===== src/rtl/mem_iface.sv =====
// Memory-side bus endpoint for the LC-3b datapath: MAR/MDR registers and a
// single-port req/ack memory sequencer with alignment and timeout checks.
module mem_iface #(
  parameter int MEM_TIMEOUT = 15
) (
  input  logic        clk,
  input  logic        rst,
  input  logic [15:0] bus_in,
  input  logic        ld_mar,
  input  logic        ld_mdr,
  input  logic        data_size,
  input  logic        r_w,
  input  logic        mem_start,
  input  logic        gate_mdr,
  output logic [15:0] bus_out,
  output logic        ready,
  output logic        busy,
  output logic        err,
  output logic        mem_req,
  output logic        mem_we,
  output logic [14:0] mem_addr,
  output logic [1:0]  mem_be,
  output logic [15:0] mem_wdata,
  input  logic [15:0] mem_rdata,
  input  logic        mem_ack
);

  typedef enum logic [1:0] {IDLE, WAIT, DONE} state_t;

  localparam logic [7:0] TO_LAST = 8'(MEM_TIMEOUT - 1);

  state_t      state, state_nxt;
  logic [15:0] mar, mdr;
  logic [7:0]  cnt;
  logic        r_w_q, size_q, err_q;
  logic        start_ok, start_bad, timeout;

  function automatic logic signed [15:0] sext_byte(input logic [7:0] b);
    return {{8{b[7]}}, b};
  endfunction

  assign start_bad = (state == IDLE) && mem_start && data_size && mar[0];
  assign start_ok  = (state == IDLE) && mem_start && !(data_size && mar[0]);
  // ack on the final WAIT cycle wins over the timeout
  assign timeout   = (state == WAIT) && !mem_ack && (cnt == TO_LAST);

  always_comb begin
    state_nxt = state;
    case (state)
      IDLE:    if (start_bad) state_nxt = DONE;
               else if (start_ok) state_nxt = WAIT;
      WAIT:    if (mem_ack || timeout) state_nxt = DONE;
      DONE:    state_nxt = IDLE;
      default: state_nxt = IDLE;
    endcase
  end

  always_ff @(posedge clk or posedge rst) begin
    if (rst) state <= IDLE;
    else     state <= state_nxt;
  end

  always_ff @(posedge clk or posedge rst) begin
    if (rst) begin
      mar    <= '0;
      mdr    <= '0;
      cnt    <= '0;
      r_w_q  <= 1'b0;
      size_q <= 1'b0;
      err_q  <= 1'b0;
    end else begin
      if (state == IDLE) begin
        if (ld_mar) mar <= bus_in;
        if (ld_mdr) mdr <= data_size ? bus_in : {bus_in[7:0], bus_in[7:0]};
      end
      if (start_ok) begin
        r_w_q  <= r_w;
        size_q <= data_size;
        cnt    <= '0;
        err_q  <= 1'b0;
      end
      if (start_bad) err_q <= 1'b1;
      if (state == WAIT) begin
        cnt <= cnt + 8'd1;
        if (mem_ack && !r_w_q) mdr <= mem_rdata;
        if (timeout) err_q <= 1'b1;
      end
    end
  end

  assign mem_req   = (state == WAIT);
  assign mem_we    = mem_req && r_w_q;
  assign mem_addr  = mar[15:1];
  assign mem_wdata = mdr;
  assign ready     = (state == DONE);
  assign busy      = (state != IDLE);
  assign err       = err_q;

  always_comb begin
    mem_be = 2'b00;
    if (mem_req) mem_be = size_q ? 2'b11 : (mar[0] ? 2'b10 : 2'b01);
  end

  always_comb begin
    bus_out = 16'h0000;
    if (gate_mdr) begin
      if (data_size) bus_out = mdr;
      else           bus_out = sext_byte(mar[0] ? mdr[15:8] : mdr[7:0]);
    end
  end

endmodule


===== config.mk =====
export PLATFORM = sky130hd
export DESIGN_NAME = mem_iface
export DESIGN_NICKNAME = d
export VERILOG_FILES = /design/src/rtl/mem_iface.sv
export SDC_FILE = /design/constraint.sdc
export NUM_CORES = 1
export LEC_CHECK = 0
export ABC_AREA = 1
export BUFFER_PORTS_ARGS = -buffer_cell sky130_fd_sc_hd__buf_2
export CAP_MARGIN = 20
export CORE_MARGIN = 2
export CORE_UTILIZATION = 53
export CTS_CLUSTER_DIAMETER = 50
export DETAILED_ROUTE_END_ITERATION = 8
export GPL_TIMING_DRIVEN = 0
export PLACE_DENSITY = 0.85
export SKIP_LAST_GASP = 1
export SYNTH_ARGS = -nofsm -noshare
export SYNTH_HDL_FRONTEND = slang
export SYNTH_SLANG_ARGS = --single-unit

===== constraint.sdc =====
create_clock -name clk -period 2.2 [get_ports clk]
set_input_delay 0.33 -clock clk [delete_from_list [all_inputs] [get_ports clk]]
set_output_delay 0.33 -clock clk [all_outputs]
set_load 0.02 [all_outputs]

==> impl_results.md <==
- Leakage: roughly 1.9 nW
- Core area: 4692 µm²
- Critical path data required time: 1.87 ns
- Initial Utilization: between 50 and 60%
- Mapped Nets: 405
- Psw: 2.059 mW
- DP HPWL: 5207 µm
- Worst-skew pair later-pin latency: 0.30 ns
- Vias per inst: 5.021
- Outcome: finished clean
- Worst-path maximum fanout: 9
- Worst Max-Slew Pin Slew: 0.5972 ns
- Pin count of the biggest net entering global routing: 32
- Seq cells post-synth: 45
- Setup Skew: ~0.0042 ns
- Maxcap violations: 0
- Global-route congestion overflow total: 0
- All-Layer GR Usage: 25.66%
- Sw Ratio: 47.26%
- Internal Pwr Total: 2.297 mW
- First-iteration detailed-routing DRC count: 263
- Fraction of layout instances using a drive strength above 1: 28.45%
- Post-Route WL: 6656 µm
- Final Cycle Share: 90.12%
- WP data arrival: 1.65 ns
- Post-route ant nets: 0
- Setup WS post-layout: ~0.22 ns
- Die width: 73.65 µm
- Final min period: 1.983 ns
- Hold Crit Depth: 3
- Final setup violation count: 0
- Clk sink count: 45
- Synth cell types: 21
- Routed vias: about 2,600
- Slew margin rel.: 59.92%
- DP Worst Slack: 0.4191 ns
- Sequential cell area fraction in the yosys report: approximately 44%
- Post-CTS setup buffers: 0
- Hold Path Origin: mem_rdata[14]
- Hold Vio Cnt, Final: 0
- Crit Path Category: reg -> out
- Gpl congestion: approximately 0.92
- Die ar.: 5424 µm²
- # IOs: between 90 and 100
- First-pass GRT wire length: 10,680 µm
- N_diodes: 0
- Std cell rows: 25
- Synthesized area per cell: ~7 µm²
- Combinational Power Share: 55.6%
- FF-to-FF Start: state[0]
- TNS Setup: 0 ns
- DR pass1 iterations: 4
- Clk buf depth: 2
- Unrepaired setup endpoints after global routing: no
- Worst IR Drop VDD: 0.5709 mV
- Worst Hold Class: in -> reg
- Nets: 506
- Final Max Slew Viols: 0
- Worst Setup SP: mar[0]
- CTS buffer count: 5
- Die Ht: 73.65 µm
- Worst setup SP type: register
- Warnings from Yosys: 0
- # DRC: 0
- R2R depth: 6
- Synth Cell Area: approximately 2600 µm²
- I/O Buffers: 92
- PwrDens: 1357 nW/µm²
- Vias in the first global route: 2,347
- Clock Power Share: a little under an eighth
- CTS tree: built
- Antenna violations before repair: 0
- Clk slew on worst S/H paths: 0.08 ns
- Synthesized instance count: 362
- CP Capture Type: output pin
- Maximum clock rate: 504.4 MHz
- Synth-to-layout area growth: 24.82%
- H-Tree Level Count: 2
- Register share of total power: 33.0%
- Clock tree root buffer cell: clkbuf_8
- WL per Instance: 12.85 µm
through the flow:
step | power [mW] | instance area [µm²] | util (%) | instances | hold WS, ns
floorplan | 3.120 | 2571 | - | 362 | 0.4403
global placement | 3.807 | 3099 | 66.05 | 508 | 0.4520
detailed placement | 3.874 | 3119 | 66.48 | 509 | 0.3104
CTS | 4.364 | 3209 | 68.40 | 518 | 0.2324
global route | 4.705 | 3209 | 68.40 | 518 | 0.2300
finish | 4.355 | 3209 | 68.40 | 518 | 0.2348
cell usage in the layout, fill, tap and decap left out, drive strengths merged:
| cell | synthesis | routed |
|---|---|---|
| buf | 27 | 120 |
| inv | 43 | 43 |
| nand3 | 34 | 34 |
| nor2 | 16 | 16 |
| nand4 | 10 | 10 |
| clkinv | 2 | 2 |
| nand2 | 137 | 137 |
| clkbuf | 2 | 10 |
| dlygate4sd3 | 0 | 1 |
| dfrtp | 45 | 45 |
| a21oi | 19 | 19 |
| o21ai | 25 | 25 |
| ha | 2 | 2 |
layout make-up:
cell class | count | area, µm²
Fill cell | 430 | 1483
Sequential cell | 45 | 1126
Multi-Input combinational cell | 243 | 1077
Timing Repair Buffer | 94 | 490.5
Buffer | 29 | 196.4
Inverter | 45 | 171.4
Clock buffer | 8 | 80.08
Tap cell | 54 | 67.56
cells in the mapped netlist (all sizes together):
library cell / n / area share [%]
clkinv: 2 / 0.29
inv: 43 / 6.4
clkbuf: 2 / 0.29
o21ai: 25 / 4.9
dfrtp: 45 / 44
nand4: 10 / 2.4
buf: 27 / 7.3
a21oi: 19 / 3.7
nand3: 34 / 7.1
nor2: 16 / 2.4
ha: 2 / 0.97
nand2: 137 / 20
metal layers:
metal  wire length (µm)  track usage [%]
met1               2954            34.07
met2               3247            42.66
met3                335            4.252
met4                118            8.485
met5                  0                0
cells by family after synthesis:
kind of cell,count (synthesis),synth area share (%)
adders and majority gates,2,0.9731
DFF,45,43.80
buffers and inverters,74,14.31
AOI/OAI and AO/OA,44,8.564
and+or+nand+nor,197,32.36
critical path, stage by stage, from the launching register on:
cell     delay, ns
dfrtp_1       0.36
buf_2         0.16
o21ai_1       0.50
a21oi_1       0.14
buf_2         0.19
final timing paths:
path | end | slack, ns
min reg2reg | mar[11] | 0.48
min in group asynchronous | mar[13] | 0.53
min | mem_wdata[14] | 0.23
max in group asynchronous | mem_wdata[10] | 1.19
max reg2reg | mem_wdata[2] | 0.75
max | bus_out[15] | 0.22
state kept, by name (all words and copies together), names as in the netlist:
signal	flops
cnt	8
err	1
mar	16
mem_wdata	16
r_w_q	1
size_q	1
state	2
power groups by stage:
stage	sequential [mW]	combinational [mW]	clock (mW)
2_1_floorplan	1.59	1.53	0
3_3_place_gp	1.44	2.36	0
3_5_place_dp	1.45	2.42	0
4_1_cts	1.44	2.43	0.499
5_1_grt	1.48	2.69	0.535
6_report	1.44	2.42	0.498
timing repair:
| item | CTS | global route |
|---|---|---|
| hold endpoints to repair | 14 | 0 |
| resized for setup | 0 | 0 |
| setup endpoints to repair | 0 | 0 |
| hold buffers | 1 | 0 |
Note: power is estimated with default switching activity, not from simulation.
